--- config.mk ---
export PLATFORM = sky130hd
export DESIGN_NAME = com_bus_arbiter_param
export DESIGN_NICKNAME = d
export VERILOG_FILES = /design/src/rtl/com_bus_arbiter_param.sv
export SDC_FILE = /design/constraint.sdc
export NUM_CORES = 1
export LEC_CHECK = 0
export BUFFER_PORTS_ARGS = -buffer_cell sky130_fd_sc_hd__buf_2
export CAP_MARGIN = 20
export CORE_UTILIZATION = 28
export DETAILED_ROUTE_END_ITERATION = 6
export PLACE_DENSITY = 0.44
export SKIP_CTS_REPAIR_TIMING = 1
export SLEW_MARGIN = 20
export SYNTH_ARGS = -nofsm -noshare
export SYNTH_HDL_FRONTEND = slang
export SYNTH_SLANG_ARGS = --single-unit
export TNS_END_PERCENT = 100
--- constraint.sdc ---
create_clock -name clk -period 3.81 [get_ports clk]
set_input_delay 0.762 -clock clk [delete_from_list [all_inputs] [get_ports clk]]
set_output_delay 0.762 -clock clk [all_outputs]
set_load 0.05 [all_outputs]
--- src/rtl/com_bus_arbiter_param.sv ---
// ---------------------------------------------------------------------------
// com_bus_arbiter_param
//   Common-bus arbiter. Processor-side requesters win the bus round-robin;
//   while a processor owns the bus, snoop-side requesters (cache snoop ports,
//   then the memory snoop port) are served one at a time by fixed priority,
//   nested inside the processor grant. All grants are registered.
//
// Optional feature macro: ARB_TIMEOUT_EN
//   Defined   -> a processor tenure is capped at TIMEOUT_CYC cycles. The bus
//                is then revoked, Arb_timeout pulses, and the arbiter waits
//                for the revoked owner to drop its request before it
//                arbitrates again.
//   Undefined -> no counter and no WAIT_DROP state. Arb_timeout is tied low.
//
// Ports
//   clk, rst           clock, asynchronous active-high reset
//   Com_Bus_Req_proc   [N_PROC]  level requests, processor side
//   Com_Bus_Req_snoop  [N_SNOOP] level requests, cache snoop side
//   Mem_snoop_req      memory snoop request (lowest snoop priority)
//   Com_Bus_Gnt_proc   [N_PROC]  one-hot processor grant
//   Com_Bus_Gnt_snoop  [N_SNOOP] one-hot snoop grant
//   Mem_snoop_gnt      memory snoop grant
//   Bus_owner          index of the processor grantee, 0 when there is none
//   Bus_busy           high while any grant is high
//   Arb_timeout        one-cycle pulse when a grant is forcibly revoked
// ---------------------------------------------------------------------------
module com_bus_arbiter_param #(
  parameter int N_PROC      = 8,
  parameter int N_SNOOP     = 4,
  parameter int TIMEOUT_CYC = 255
) (
  input  logic                      clk,
  input  logic                      rst,
  input  logic [N_PROC-1:0]         Com_Bus_Req_proc,
  input  logic [N_SNOOP-1:0]        Com_Bus_Req_snoop,
  input  logic                      Mem_snoop_req,
  output logic [N_PROC-1:0]         Com_Bus_Gnt_proc,
  output logic [N_SNOOP-1:0]        Com_Bus_Gnt_snoop,
  output logic                      Mem_snoop_gnt,
  output logic [$clog2(N_PROC)-1:0] Bus_owner,
  output logic                      Bus_busy,
  output logic                      Arb_timeout
);

  localparam int OW = $clog2(N_PROC);
  localparam int SW = N_SNOOP + 1;   // snoop ports plus the memory port at the top
  localparam logic [OW:0]       NP_W     = (OW+1)'(N_PROC);
  localparam logic [N_PROC-1:0] PROC_ONE = N_PROC'(1);

  if (N_PROC < 2 || N_SNOOP < 1 || TIMEOUT_CYC < 2) begin : g_param_chk
    $error("com_bus_arbiter_param: unsupported parameter set");
  end

  typedef enum logic [2:0] {
    IDLE,
    PROC,
    SNOOP,
    RELEASE
`ifdef ARB_TIMEOUT_EN
    , WAIT_DROP
`endif
  } state_e;

  state_e            state_q, state_d;
  logic [OW-1:0]     ptr_q, ptr_d;
  logic [N_PROC-1:0] gnt_proc_q, gnt_proc_d;
  logic [SW-1:0]     gnt_snp_q, gnt_snp_d;
  logic [OW-1:0]     bus_owner_q, bus_owner_d;
  logic              busy_q, busy_d;

`ifdef ARB_TIMEOUT_EN
  localparam int CW = $clog2(TIMEOUT_CYC + 1);
  localparam logic [CW-1:0] TC_LAST = CW'(TIMEOUT_CYC - 1);
  logic [CW-1:0] cnt_q, cnt_d;
  logic [OW-1:0] owner_q, owner_d;   // survives revocation so WAIT_DROP knows whom to watch
  logic          tmo_q, tmo_d;
`endif

  // ---------------- round-robin pick ----------------
  // Rotate the request vector so the pointer sits at bit 0, find the lowest
  // set bit, and rotate the offset back into an absolute index.
  logic [N_PROC-1:0] rot;
  logic [OW-1:0]     rr_ofs, rr_win, ptr_nxt;
  logic [OW:0]       rr_sum, nxt_sum;

  always_comb begin
    rot    = N_PROC'({Com_Bus_Req_proc, Com_Bus_Req_proc} >> ptr_q);
    rr_ofs = '0;
    for (int i = N_PROC-1; i >= 0; i--) begin
      if (rot[i]) rr_ofs = OW'(i);
    end
    rr_sum = {1'b0, ptr_q} + {1'b0, rr_ofs};
    if (rr_sum >= NP_W) rr_sum = rr_sum - NP_W;
    rr_win  = rr_sum[OW-1:0];
    nxt_sum = {1'b0, rr_win} + (OW+1)'(1);
    ptr_nxt = (nxt_sum == NP_W) ? '0 : nxt_sum[OW-1:0];
  end

  // ---------------- snoop fixed priority ----------------
  // x & -x isolates the lowest set bit: lowest snoop index first, memory last.
  logic [SW-1:0] snp_req, snp_pick;
  assign snp_req  = {Mem_snoop_req, Com_Bus_Req_snoop};
  assign snp_pick = snp_req & (-snp_req);

  // ---------------- next state ----------------
  always_comb begin
    state_d     = state_q;
    ptr_d       = ptr_q;
    gnt_proc_d  = gnt_proc_q;
    gnt_snp_d   = gnt_snp_q;
    bus_owner_d = bus_owner_q;
`ifdef ARB_TIMEOUT_EN
    cnt_d   = cnt_q;
    owner_d = owner_q;
    tmo_d   = 1'b0;
`endif
    case (state_q)
      IDLE: begin
        if (|Com_Bus_Req_proc) begin
          gnt_proc_d  = PROC_ONE << rr_win;
          bus_owner_d = rr_win;
          ptr_d       = ptr_nxt;
          state_d     = PROC;
`ifdef ARB_TIMEOUT_EN
          cnt_d   = '0;
          owner_d = rr_win;
`endif
        end
      end
      PROC, SNOOP: begin
`ifdef ARB_TIMEOUT_EN
        cnt_d = cnt_q + CW'(1);
        if (cnt_q == TC_LAST) begin
          gnt_proc_d  = '0;
          gnt_snp_d   = '0;
          bus_owner_d = '0;
          tmo_d       = 1'b1;
          state_d     = WAIT_DROP;
        end else
`endif
        if (state_q == PROC) begin
          // Snoops take precedence over the owner's release: the proc grant
          // is kept until the snoop tenure ends.
          if (|snp_req) begin
            gnt_snp_d = snp_pick;
            state_d   = SNOOP;
          end else if (~|(gnt_proc_q & Com_Bus_Req_proc)) begin
            gnt_proc_d  = '0;
            bus_owner_d = '0;
            state_d     = RELEASE;
          end
        end else if (~|(gnt_snp_q & snp_req)) begin
          // Back to PROC for one cycle; remaining snoops re-arbitrate there.
          gnt_snp_d = '0;
          state_d   = PROC;
        end
      end
      RELEASE: state_d = IDLE;
`ifdef ARB_TIMEOUT_EN
      WAIT_DROP: begin
        if (!Com_Bus_Req_proc[owner_q]) state_d = IDLE;
      end
`endif
      default: begin
        gnt_proc_d  = '0;
        gnt_snp_d   = '0;
        bus_owner_d = '0;
        state_d     = IDLE;
      end
    endcase
    busy_d = (|gnt_proc_d) | (|gnt_snp_d);
  end

  // ---------------- state registers ----------------
  always_ff @(posedge clk or posedge rst) begin
    if (rst) begin
      state_q     <= IDLE;
      ptr_q       <= '0;
      gnt_proc_q  <= '0;
      gnt_snp_q   <= '0;
      bus_owner_q <= '0;
      busy_q      <= 1'b0;
`ifdef ARB_TIMEOUT_EN
      cnt_q       <= '0;
      owner_q     <= '0;
      tmo_q       <= 1'b0;
`endif
    end else begin
      state_q     <= state_d;
      ptr_q       <= ptr_d;
      gnt_proc_q  <= gnt_proc_d;
      gnt_snp_q   <= gnt_snp_d;
      bus_owner_q <= bus_owner_d;
      busy_q      <= busy_d;
`ifdef ARB_TIMEOUT_EN
      cnt_q       <= cnt_d;
      owner_q     <= owner_d;
      tmo_q       <= tmo_d;
`endif
    end
  end

  assign Com_Bus_Gnt_proc  = gnt_proc_q;
  assign Com_Bus_Gnt_snoop = gnt_snp_q[N_SNOOP-1:0];
  assign Mem_snoop_gnt     = gnt_snp_q[N_SNOOP];
  assign Bus_owner         = bus_owner_q;
  assign Bus_busy          = busy_q;
`ifdef ARB_TIMEOUT_EN
  assign Arb_timeout       = tmo_q;
`else
  assign Arb_timeout       = 1'b0;
`endif

endmodule

# Yosys cells after proc, flatten, opt, wreduce, memory -nomap -nowiden

Cells that the tools add are included.

Register bits after elaboration: 23
Input port bits: 15
Output and inout bits: 18
Word-level logic and storage cells: 70

Add/subtract/negate cells: 4
$lt $le $gt $ge: 1
Equality and inequality tests: 10
Shifts and indexed selects: 2
Mux-type cells: 30
Bitwise logic cells: 5
Reduce and logical (&&, ||, !) cells: 12

Operator list:

| operator                                                              | number |
|---|---|
| 3-bit 2-to-1 mux                                                      | 19 |
| 8-bit 2-to-1 mux                                                      | 4 |
| 8-bit one-hot mux with 3 select lines                                 | 1 |
| 8-bit OR reduction                                                    | 3 |
| 16-bit by 3-bit >> shifter with 8-bit output                          | 1 |
| 5-bit 2-to-1 mux                                                      | 3 |
| 5-bit OR reduction                                                    | 3 |
| 5-bit bitwise AND                                                     | 2 |
| 5-bit one-hot mux with 2 select lines                                 | 1 |
| 3-bit one-hot mux with 3 select lines                                 | 1 |
| 8-bit bitwise AND                                                     | 1 |
| 2-bit inequality test, second input constant                          | 4 |
| 1-bit by 3-bit left shift with 8-bit output, first input constant     | 1 |
| 3-bit by 2-bit equality test with 1-bit output, second input constant | 2 |
| 3-bit one-hot mux with 2 select lines                                 | 1 |
| 5-bit negator                                                         | 1 |
| 5-bit AND reduction                                                   | 1 |
| 3-bit by 1-bit adder with 4-bit output, second input constant         | 1 |
| 3-bit by 3-bit adder with 4-bit output                                | 1 |
| 4-bit equality test, second input constant                            | 1 |
| 4-bit >= comparator, second input constant                            | 1 |
| 4-bit inequality test, second input constant                          | 1 |
| 2-bit OR reduction                                                    | 2 |
| 3-bit by 1-bit equality test with 1-bit output, second input constant | 1 |
| 7 further kinds                                                       | 7 |

# Logic depth before layout (Yosys ltp)

Word-level depth: 17
Depth in mapped cells: 17
Gate-level depth less buffers: 15

# Least setup slack after synthesis

OpenSTA, ideal clock, no wires.

Kind: input-to-reg
Start: input port Com_Bus_Req_proc[1]
End: register busy_q, in the netlist Bus_busy
Setup time: 0.148 ns
Arrival time: 4.151 ns
Required time: 3.662 ns
Slack: -0.489 ns
Stages on the path: 16
Buffers on the path: 1
Cells stage by stage: clkbuf_1 > mux4_2 > o21ai_0 > a22oi_1 > a2111oi_0 > a31o_1 > ha_1 > fa_1 > xnor2_1 > xor2_2 > inv_2 > ha_1 > o41ai_1 > o2111ai_1 > a2111oi_0 > o211ai_1

Word-level cells in the longest chain between the ends: 17
Elaborated cells on any way between the ends: 24
Classes of those cells: add/sub: 2; order compare: 1; shift: 2; mux: 14; bitwise: 2; reduce/logical: 3

RTL lines:

| what                                                                               | line | source |
|---|---|---|
| start: declaration                                                                 | 34   | `input logic [N_PROC-1:0] Com_Bus_Req_proc,` |
| 16-bit by 3-bit >> shifter with 8-bit output                                       | 87   | `rot = N_PROC'({Com_Bus_Req_proc, Com_Bus_Req_proc} >> ptr_q);` |
| 3-bit 2-to-1 mux (8 in series)                                                     | 90   | `if (rot[i]) rr_ofs = OW'(i);` |
| 3-bit by 3-bit adder with 4-bit output                                             | 92   | `rr_sum = {1'b0, ptr_q} + {1'b0, rr_ofs};` |
| 4-bit >= comparator or 3-bit by 1-bit subtractor with 3-bit output (tied branches) | 93   | `if (rr_sum >= NP_W) rr_sum = rr_sum - NP_W;` |
| 3-bit 2-to-1 mux                                                                   | 93   |  |
| 1-bit by 3-bit left shift with 8-bit output                                        | 120  | `gnt_proc_d = PROC_ONE << rr_win;` |
| 8-bit 2-to-1 mux                                                                   | 119  | `if (\|Com_Bus_Req_proc) begin` |
| 8-bit one-hot mux with 3 select lines (*)                                          | 117  | `case (state_q)` |
| 8-bit OR reduction (*)                                                             | 171  | `busy_d = (\|gnt_proc_d) \| (\|gnt_snp_d);` |
| 1-bit OR (*)                                                                       | 171  |  |
| named net busy_d                                                                   | 69   | `logic busy_q, busy_d;` |
| end signal: assignment                                                             | 194  | `busy_q <= busy_d;` |
| end: declaration                                                                   | 69   |  |

Mark *: on every way through the listed nets, which the timed path passes. The rest lies on a longest branch.
A chain may end at the register's enable or synchronous reset.

# Final worst setup path

Start: input port Com_Bus_Req_proc[6]
End: register busy_q, in the netlist Bus_busy

The elaborated chain is that of the path after synthesis.

==> results.md <==
- The run finished, with violations left.
- The final reports fail on setup timing.
- The power density over cell area is 1122 nW/um^2.
- Port buffering added 31 buffers.
- Synthesis handed over a netlist of 208 instances.
- The number of vias after detailed routing is 1,846.
- The layout-stage area growth over the synthesis result is 31.31%.
- The time the final worst path needs with I/O delays and setup is 3.881 ns.
- STA puts the critical path data required time at 3.95 ns.
- Yosys printed 0 warnings.
- The total track usage is 0.1501.
- The length of the first detailed-routing pass in iterations is 4.
- The netlist uses 52 different library cells.
- The buffer and inverter count on the worst path is 1.
- The tightest min-delay check is of the flop to flop type.
- In this run the count of I/O pins placed on the die edge is 33.
- The library cells used most frequently in the layout, excluding fill and tap cells, are buf_4 (43), buf_2 (31), dfrtp_1 (20), nor3_1 (20), nor2_1 (12).
- The initial antenna violation count is 0.
- In this run, synthesis inferred 0 flip-flops with an integrated enable.
- The height of the die is 85.28 um.
- The startpoint class of the critical path is an input port.
- The clock buffer count from CTS is 3.
- The most instantiated flip-flop cell in the synthesis netlist is dfrtp_1.
- Yosys attributes the largest share of cell area to dfrtp_1 (28%), mux4_2 (9.3%), ha_1 (7.1%).
- The pin count of the biggest net entering global routing is 23.
- The DRC violation count after routing is 0.
- Timing would allow up to 257.7 MHz.
- The number of nets in the synthesized netlist is 235.
- The critical path start-end classification is input port to flop.
- The final worst-path setup slack is -0.07081 ns.
- At the later pin of the worst-skew pair, clock insertion delay measures 0.27 ns.
- The family with the most delay on the worst path is compound AO/OA/AOI/OAI gates.
- After clock tree synthesis, the clock-pin slew on the worst setup and hold paths is 0.08 ns.
- The number of global-route vias before repair is 1,780.
- After the flow finishes, the layout carries non-filler instances totaling 346.
- The most used routing layer in global routing is met2.
- The maximum clock skew at final layout is 0.004104 ns.
- The worst setup path is captured at a flop.
- The x dimension of the die is 85.28 um.
- The count of nets left with antenna violations once routing finished came out at 0.
- The most numerous cell type found on the critical path is ha_2.
- In the synthesized netlist the async set-or-reset flop fraction comes to 1.000.
- For this run, the register share of the synthesized area comes to 0.2835.
- In this run the static leakage power is 1.142 nW.
- The number of fill cells is 660.
- The global-route met3 utilization is 0.01751.
- The share of final-layout standard cells stronger than drive strength 1 is 0.4089.
- In this run, placement finished with an instance count of 342.
- The wire length per cell after detailed routing is 15.26 um.
- Leaving out fill and tap cells, the most frequent cell in the layout is buf_4.
- The final-stage net count is 297.
- Dividing the detail-routed via count by the number of cells gives 5.335.
- For met1 alone, demand over resource in global routing was 0.2000.
- The total area inside the core boundary comes to 6531 um^2.
- The placer congestion estimate is 0.8318.
- Wires add up to 5.279 mm.
- The maximum vdd ir drop is 0.4582 mV.
- In this run the tightest slew margin relative to its limit is 0.4247.
- For this run, global-route usage on met2 was measured as 0.2625.
- Summing all flip-flop and latch instances after layout gives 553.0 um^2.
- The antenna diode count is 0.
- The delay of the slowest critical-path stage is 0.52 ns.
- The multi-input combinational cell area is 1334 um^2.
- The count of clock tree sinks is 22.
- The share of Yosys cell area claimed by the top area cell type is 0.2835.
- The pin slew with the least headroom to its limit is 0.8620 ns.
- Averaged over all synthesized cells, the footprint is 9.336 um^2.
- The slowest library cell on the worst path is mux4_2.
- In this run the number of H-tree levels came out at 1.
- The first global-routing pass estimated 8.700 mm of wire.
- The number of hold-slack violations in the final timing report was 0.
- Walking the worst path, the cells encountered are buf_2 > mux4_2 > nor3b_2 > nor2_1 > a2111oi_1 > a31o_1 > ha_2 > fa_2 > ha_2 > ha_4 > o41ai_4 > o2111ai_1 > a2111oi_2 > o211ai_1.
- The synthesized design contains 22 register bits.
- The HPWL after detailed placement is 4.268 mm.
- The first routing iteration left 83 violations.
- The number of placement rows is 29.
- Global routing finished with a remaining overflow of 0.
- The library cell used as clock root buffer is clkbuf_8.
- The final period utilization is 1.019.
- The initial utilization of the core area, before any placement, comes to 0.2973.
- The synthesized cell area is 1942 um^2.
- The die covers 7272 um^2.
- The largest buffer count on any clock path is 2.
- In this run the worst path has a maximum fanout of 9.
- Max-cap violations in this run came to 0.
- Setup violations remaining at the end of the flow were counted as 1.
- Setup repair after global routing could not meet its margin everywhere.
- TritonCTS built the clock tree.
- The library cell with the largest summed area after synthesis is dfrtp_1.
- The data arrival time at the worst-slack endpoint is 4.02 ns.
- The max-slew violation count is 0.
- For this run, the share of the core covered by cells in the final layout is 0.3904.
## cell usage after synthesis (2+ instances only)
master	instances
clkbuf_2	2
a21oi_1	8
nor2b_1	5
ha_1	11
inv_1	8
a2111oi_0	2
nor3_2	2
nand3b_1	3
mux2_2	2
nor3b_1	6
clkbuf_1	6
nand2_1	9
nor3_1	21
a22oi_1	7
o21ai_0	5
o21ai_1	3
o31ai_1	3
buf_6	2
dfrtp_1	22
mux4_2	8
a22o_1	2
a32o_1	8
nand3_1	3
or4_1	2
nor4_1	7
nand4_1	2
nor3b_2	3
buf_2	6
nand2b_1	6
nor2_1	12
## stage by stage
step	TNS (ns)	area [um^2]	power (W)	setup WS, ns	hold slack [ns]
2_1_floorplan	-0.1776	2023	0.001838	-0.1776	0.5376
3_3_place_gp	-0.4031	2461	0.002625	-0.4031	0.4635
3_5_place_dp	-0.5717	2461	0.002599	-0.5717	0.4615
4_1_cts	-0.3246	2516	0.002787	-0.3246	0.4807
5_1_grt	-0.2714	2550	0.003122	-0.2714	0.5364
6_report	-0.07081	2550	0.002861	-0.07081	0.4801
## worst register-to-register path, stage by stage, from the launching register on
cell	delay [ns]
dfrtp_2	0.50
buf_4	0.16
mux4_2	0.50
a22oi_1	0.20
nand3b_1	0.11
a31o_1	0.24
ha_2	0.19
fa_2	0.60
inv_1	0.09
ha_1	0.23
o41ai_4	0.35
o2111ai_1	0.17
a2111oi_2	0.24
o211ai_1	0.13
## layout make-up
type,count,area share
Clock buffer,4,0.02159
Inverter,9,0.01325
Multi-Input combinational cell,160,0.5231
Sequential cell,22,0.2169
Tap cell,77,0.03778
Timing Repair Buffer,74,0.1874
## sequential cells by signal, summed over array words and instances, names as in the netlist
register / flops
ptr_q: 3
Bus_owner: 3
state_q: 2
Bus_busy: 1
gnt_snp_q: 5
Com_Bus_Gnt_proc: 8
## power by group
part           switching (W)  internal (W)
combinational        0.00118       0.00110
clock              0.0000781     0.0000923
sequential         0.0000898      0.000320
## cells by family after synthesis
family | count (synthesis) | share of synthesized area
XOR/XNOR | 2 | 0.01289
adder cells (fa/ha/maj) | 12 | 0.08118
other | 1 | 0.001931
AO/OA/AOI/OAI | 51 | 0.1965
AND/OR/NAND/NOR | 83 | 0.2493
buffers and inverters | 26 | 0.06508
multiplexers | 11 | 0.1095
flip-flops | 22 | 0.2835
## per-layer routing
layer	routed length, um	up-vias
li1	-	919
met1	2560	890
met2	2544	31
met3	131	6
met4	42	0
met5	0	-
## final timing paths
kind	from	end	slack [ns]	cells past startpoint
setup / recovery	Com_Bus_Req_proc[6]	Bus_busy	-0.07	14
min in group asynchronous	rst	Com_Bus_Gnt_proc[5]	0.66	2
setup reg to reg	ptr_q[0]	Bus_busy	-0.02	13
hold / removal	Bus_owner[2]	Bus_owner[2]	0.48	2
hold reg to reg	Bus_owner[2]	Bus_owner[2]	0.48	2
max in group asynchronous	rst	ptr_q[1]	2.56	2
No activity file was read; power rests on OpenSTA's default activity.
